## config.mk

```make
export PLATFORM = sky130hd
export DESIGN_NAME = if_stage
export DESIGN_NICKNAME = d
export VERILOG_FILES = /design/src/rtl/riscv_pkg.sv /design/src/rtl/if_id_reg.sv /design/src/rtl/if_stage.sv
export SDC_FILE = /design/constraint.sdc
export NUM_CORES = 1
export LEC_CHECK = 0
export CORE_MARGIN = 2
export CORE_UTILIZATION = 49
export DETAILED_ROUTE_END_ITERATION = 10
export PLACE_DENSITY_LB_ADDON = 0.2
export SLEW_MARGIN = 20
export SYNTH_ARGS = -nofsm -noshare
export SYNTH_HDL_FRONTEND = slang
export SYNTH_SLANG_ARGS = --single-unit
```

## constraint.sdc

```tcl
create_clock -name clk -period 6.1 [get_ports clk]
set_input_delay 1.525 -clock clk [delete_from_list [all_inputs] [get_ports clk]]
set_output_delay 1.525 -clock clk [all_outputs]
set_load 0.02 [all_outputs]
```

## src/rtl/riscv_pkg.sv

```systemverilog
// Shared RV32I pipeline definitions: datapath width, reset PC, bubble encoding, fetch FSM states.
package riscv_pkg;

  localparam int unsigned XLEN = 32;

  // addi x0,x0,0
  localparam logic [XLEN-1:0] NOP_INSTR = 32'h0000_0013;
  localparam logic [XLEN-1:0] RESET_PC  = 32'h0000_0000;

  typedef enum logic {
    RUN  = 1'b0,
    TRAP = 1'b1
  } fetch_state_t;

endpackage

```

## src/rtl/if_id_reg.sv

```systemverilog
// Pipeline register carrying instruction, PC and PC+4 plus a valid bit, with stall and flush.
// Flush has priority over stall so a squashed slot never survives a hold.
module if_id_reg
  import riscv_pkg::*;
#(
  parameter int unsigned     W            = 32,
  parameter logic [W-1:0]    BUBBLE_INSTR = W'(riscv_pkg::NOP_INSTR)
) (
  input  logic         clk,
  input  logic         reset,
  input  logic         stall,
  input  logic         flush,
  input  logic [W-1:0] instr_src,
  input  logic [W-1:0] pc_src,
  input  logic [W-1:0] pcplus4_src,
  output logic [W-1:0] instr,
  output logic [W-1:0] pc,
  output logic [W-1:0] pcplus4,
  output logic         valid
);

  // Bubble on reset or flush, hold on stall, otherwise capture the upstream stage.
  always_ff @(posedge clk) begin
    if (reset || flush) begin
      instr   <= BUBBLE_INSTR;
      pc      <= '0;
      pcplus4 <= '0;
      valid   <= 1'b0;
    end else if (!stall) begin
      instr   <= instr_src;
      pc      <= pc_src;
      pcplus4 <= pcplus4_src;
      valid   <= 1'b1;
    end
  end

endmodule

```

## src/rtl/if_stage.sv

```systemverilog
// Instruction-fetch stage: PC register, next-PC selection, misaligned-target trap and IF/ID register.
module if_stage
  import riscv_pkg::*;
#(
  parameter logic [31:0] RESET_PC  = riscv_pkg::RESET_PC,
  parameter logic [31:0] NOP_INSTR = riscv_pkg::NOP_INSTR
) (
  input  logic        clk,
  input  logic        reset,
  input  logic        PCSrcE,
  input  logic [31:0] PCTargetE,
  input  logic        StallF,
  input  logic        StallD,
  input  logic        FlushD,
  input  logic [31:0] InstrF,
  output logic [31:0] PCF,
  output logic [31:0] InstrD,
  output logic [31:0] PCD,
  output logic [31:0] PCPlus4D,
  output logic        ValidD,
  output logic        Trap,
  output logic [31:0] TrapAddr
);

  fetch_state_t state;
  logic [31:0]  pcplus4f;
  logic         misf;
  logic         bubble;

  // Sequential successor wraps modulo 2^32; a redirect is misaligned if either low bit is set.
  always_comb begin
    pcplus4f = PCF + 32'd4;
    misf     = PCSrcE && (PCTargetE[1:0] != 2'b00);
    bubble   = (state == TRAP) || misf || FlushD;
  end

  // Fetch FSM and PC: redirect beats stall, a misaligned redirect freezes fetch until reset.
  always_ff @(posedge clk) begin
    if (reset) begin
      state    <= RUN;
      PCF      <= RESET_PC;
      Trap     <= 1'b0;
      TrapAddr <= '0;
    end else begin
      case (state)
        RUN: begin
          if (misf) begin
            state    <= TRAP;
            Trap     <= 1'b1;
            TrapAddr <= PCTargetE;
          end else if (PCSrcE) begin
            PCF <= PCTargetE;
          end else if (!StallF) begin
            PCF <= pcplus4f;
          end
        end
        TRAP: begin
          state <= TRAP;
        end
        default: begin
          state <= RUN;
        end
      endcase
    end
  end

  // IF/ID register; trap and misaligned redirects are folded into its flush.
  if_id_reg #(
    .W            (XLEN),
    .BUBBLE_INSTR (NOP_INSTR)
  ) u_if_id_reg (
    .clk         (clk),
    .reset       (reset),
    .stall       (StallD),
    .flush       (bubble),
    .instr_src   (InstrF),
    .pc_src      (PCF),
    .pcplus4_src (pcplus4f),
    .instr       (InstrD),
    .pc          (PCD),
    .pcplus4     (PCPlus4D),
    .valid       (ValidD)
  );

endmodule

```

---- After elaboration in Yosys (flattened, before gate mapping) ----
Index checks and enable logic that the tools add are counted.
storage, ports and cells
  register bits ........................... 163
  input port bits ......................... 70
  logic and storage cells ................. 23
cells by class
  $add $sub $neg .......................... 1
  equal/unequal tests ..................... 1
  muxes and demuxes ....................... 4
  bitwise logic cells ..................... 2
  reduce and logical (&&, ||, !) cells .... 7
operators by type and width
  cell                                           number
  2-to-1 mux 32 bit                              2
  adder 32 x 3 -> 32 bit, second input constant  1
  logical OR 1 bit                               3
  AND reduction 3 bit                            1
  != test 2 bit, second input constant           1
  NOT 1 bit                                      2
  one-hot mux 1 bit (2 select lines)             1
  AND reduction 2 bit                            1
  nonzero test 2 bit                             1
  logical AND 1 bit                              1
  2-to-1 mux 1 bit                               1

---- Logic depth before layout (Yosys ltp) ----
  depth in word-level cells ............... 5
  depth in mapped cells ................... 8

---- Modules after synthesis ----
From an unflattened synthesis, not the netlist that was laid out.
second synthesis, totals
  cell total of the unflattened synthesis .. 801
  area total of the unflattened synthesis .. 7119.3 um^2
modules (own cells, without submodules)
  module     times used  cells each  area an instance (um^2)
  if_stage   1           486         3637.2
  if_id_reg  1           315         3482.1

---- Worst setup path after synthesis ----
OpenSTA, ideal clock, no wires.
  kind .................................... in2reg
  start ................................... input PCTargetE[0]
  end ..................................... register PCF[16]
  setup time .............................. 70 ps
  arrival ................................. 3104 ps
  data required time ...................... 6030 ps
  setup slack ............................. 2926 ps
  stages .................................. 6
  buffers on the path ..................... 2
  cells stage by stage .................... or4b_2 -> nand2_1 -> clkbuf_1 -> clkbuf_1 -> o21ai_0 -> a21oi_1
between the ends
  word-level cells in the longest chain between the ends .. 4
ends and longest elaborated chain
  what                                  line            source
  start, declared                       if_stage.sv:11  input logic [31:0] PCTargetE,
  nonzero test 2 bit                    if_stage.sv:33  misf = PCSrcE && (PCTargetE[1:0] != 2'b00);
  logical AND 1 bit                     if_stage.sv:33
  NOT 1 bit (no source line)            n/a
  AND reduction 3 bit (no source line)  n/a
  end signal, assigned                  if_stage.sv:52  PCF <= PCTargetE;
  end signal, assigned                  if_stage.sv:54  PCF <= pcplus4f;
  end, declared                         if_stage.sv:16  output logic [31:0] PCF,
No other way between the ends.
A chain may end at the register's enable or synchronous reset.

---- Final worst setup path ----
  start ................................... input PCSrcE
  end ..................................... register PCF[12]
between the ends
  word-level cells in the longest chain between the ends .. 3
ends and longest elaborated chain
  what                                                         line            source
  start, declared                                              if_stage.sv:10  input logic PCSrcE,
  branches (longest 3 deep; another with AND reduction 3 bit)  n/a
Several ways; the timed one is not identified.

==> flow_metrics.tcl <==
set metrics [dict create \
    status "complete, no violations" \
    slowest_delay_ns 0.71 \
    io_pins 232 \
    clkTransAtPathRegs_ns 0.06 \
    die_x_um 122 \
    initial_utilization 0.506 \
    hold_buffers 0 \
    yosysWarnings 0 \
    seq_area_frac_synth 0.476 \
    async_flop_share 0 \
    cp-start-kind "primary input" \
    synth_ff_type "dfxtp_1" \
    cts_made_buffers 17 \
    max_slew_margin 0.379 \
    fin_crit_sh 0.614 \
    arrival_ns 4.03 \
    hpwlAfterDp_um 14100 \
    crit_buf_inv 2 \
    die_area_um2 14800 \
    slowest_stage "nand2_1" \
    syn_area_per_cell_um2 8.53 \
    pwr-share-clk 0.465 \
    fmax_mhz 267 \
    layout_common_cells "228 x clkdlybuf4s50_1, 161 x dfxtp_1, 109 x nor2_1, 99 x nand2_1, 69 x a21oi_1" \
    cap_viol_max_count 0 \
    dp_cells 1138 \
    pwr-share-comb 0.116 \
    wire_per_inst_um 17.2 \
    ir_drop_uv 167 \
    postRouteAntennaNets 0 \
    synthDistinctLibCells 50 \
    cts_setup_buffers 0 \
    worst_pin_slew_ns 0.930 \
    viasPerCell 5.55 \
    drt_iter0_drc 628 \
    clock_path_buffers 2 \
    tns_ns 0 \
    drt-total-wl_um 20200 \
    grt_pass1_vias 5950 \
    drive_gt1_frac 0.0553 \
    gp_congestion 0.860 \
    antenna_found_initial 0 \
    p_sw_frac 0.230 \
    post_synth_inst_count 795 \
    power_leakage_nw 3.55 \
    cts_sinks 161 \
    endpoint_kind "flip-flop" \
    rows 42 \
    drc 0 \
    final_common_cell "clkdlybuf4s50_1" \
    final-hold-violation-count 0 \
    post_cts_resized 0 \
    finalClockSkew_ns 0.00721 \
    p_int_w 0.00207 \
    nets 1052 \
    switching_power_w 0.000620 \
    crit_chain "buf_2 > buf_4 > or4b_2 > nand2_1 > o21ai_0 > a22oi_1 > nor2_1" \
    final_cells 1170 \
    fin_util 0.729 \
    crit_required_ns 6.38 \
    portBuffers 231 \
    root_buffer "clkbuf_16" \
    synth_enable_flop_cells 0 \
    die_h_um 122 \
    ys_seq_elements 161 \
    via_count 6496 \
    hp-class "reg2reg" \
    rsz0062_at_grt "no" \
    coreArea_um2 13400 \
    fin_crit_ns 3.75 \
    n_antenna_cell 0 \
    htreeDepth 4 \
    dr.pass1.iters 5 \
    synth_nets 866 \
    cts_tree "done" \
    track_usage 0.272 \
    synthToLayoutAreaGrowth_pct 44.2 \
    grt_overflow 0 \
    p_per_area_nw_per_um2 276 \
    setup_viol 0 \
    seqPwrFrac 0.418 \
    final_max_slew_viol_count 0 \
    critPathMaxFanout 66 \
    cp_top_family "simple AND/OR/NAND/NOR gates" \
    grt_first_pass_wirelength_um 31500 \
    critPathKind "in2reg" \
    clkLatencyLatePin_ns 0.42 \
    grt_start_max_net_pins 75 \
    synthesis.area_um2 6780 \
]
==> power by group through the flow <==
stage | logic, W | registers, W | clock network (W)
2_1_floorplan | 0.000138 | 0.00117 | 0
3_3_place_gp | 0.000310 | 0.00115 | 0
3_5_place_dp | 0.000312 | 0.00115 | 0
4_1_cts | 0.000314 | 0.00113 | 0.00127
5_1_grt | 0.000339 | 0.00113 | 0.00132
6_report | 0.000314 | 0.00113 | 0.00125
==> synth_stat cells (3+ instances only) <==
cell	number	area share
mux2i_1	68	0.10
inv_1	8	0.0044
a22oi_1	12	0.013
or3_1	4	0.0037
o32ai_1	3	0.0039
nor2b_1	4	0.0037
xor2_1	9	0.012
a211oi_1	3	0.0033
clkbuf_1	62	0.034
nand4_1	7	0.0065
nor2_1	110	0.061
nand2_1	100	0.055
o21ba_2	3	0.0044
nor3_1	15	0.011
o21a_1	3	0.0033
o21ai_0	36	0.027
a22o_1	4	0.0052
o31ai_1	4	0.0044
buf_1	3	0.0017
buf_4	4	0.0044
and2_1	3	0.0028
nand3_1	16	0.012
nand2b_1	7	0.0065
a31oi_1	9	0.0083
or4_1	4	0.0044
dfxtp_1	161	0.48
or2_2	3	0.0028
xnor2_1	17	0.022
a21oi_1	69	0.051
nor4_1	14	0.013
nor3b_1	3	0.0033
nand3b_1	4	0.0044
and3_1	3	0.0028
==> path summary, 6_finish.rpt <==
path,cells past startpoint,endpoint,startpoint,slack (ns)
max reg2reg,6,PCF[30],PCF[2],3.09
min reg2reg,2,TrapAddr[17],TrapAddr[17],0.45
max,7,PCF[12],PCSrcE,2.35
min,2,TrapAddr[17],TrapAddr[17],0.45
==> final cells by class <==
type | instances | area (um2)
tap | 176 | 220
timing repair buffer | 238 | 2350
multi-input combinational | 555 | 3250
clock inverter | 10 | 228
inverter | 8 | 30.0
clock buffer | 22 | 474
fill | 1048 | 3630
sequential | 161 | 3220
==> flip-flops by register name, indices dropped and copies added (netlist names) <==
name                 cells
state                    1
u_if_id_reg.pc          30
PCF                     32
TrapAddr                32
u_if_id_reg.valid        1
u_if_id_reg.pcplus4     32
u_if_id_reg.instr       32
Trap                     1
==> routing by layer <==
metal  up-vias  global-route usage  share of wire
met1      3029               0.377           0.45
met3        22              0.0829           0.10
met2       338               0.405           0.43
met5         -                   0              0
met4         0              0.0876          0.014
li1       3107                   -              -
==> per-stage QoR <==
stage	hold WS, ns	setup WS, ns	area, um2	power [W]
2_1_floorplan	0.470	2.93	6780	0.00131
3_3_place_gp	0.436	2.04	9070	0.00146
6_report	0.453	2.35	9770	0.00269
4_1_cts	0.453	2.41	9770	0.00271
3_5_place_dp	0.446	1.98	9070	0.00146
5_1_grt	0.464	2.22	9770	0.00278
==> logic make-up (layout without fill, tap and decap cells) <==
kind of cell,count (synthesis),in the layout,share of synthesized area
adders and majority gates,1,1,0.00185
muxes,70,70,0.104
xor gates and xnor gates,26,26,0.0336
and+or+nand+nor,302,302,0.202
buffers and inverters,79,278,0.0463
DFF,161,161,0.476
AOI/OAI and AO/OA,156,156,0.137
==> worst reg2reg max path, delay by kind of cell (launching register included) <==
family	cells	cell delay, ns
compound gates	1	0.34
flops	1	0.60
fa+ha+maj	1	0.42
simple gates	4	1.54
Note: power is estimated with default switching activity, not from simulation.
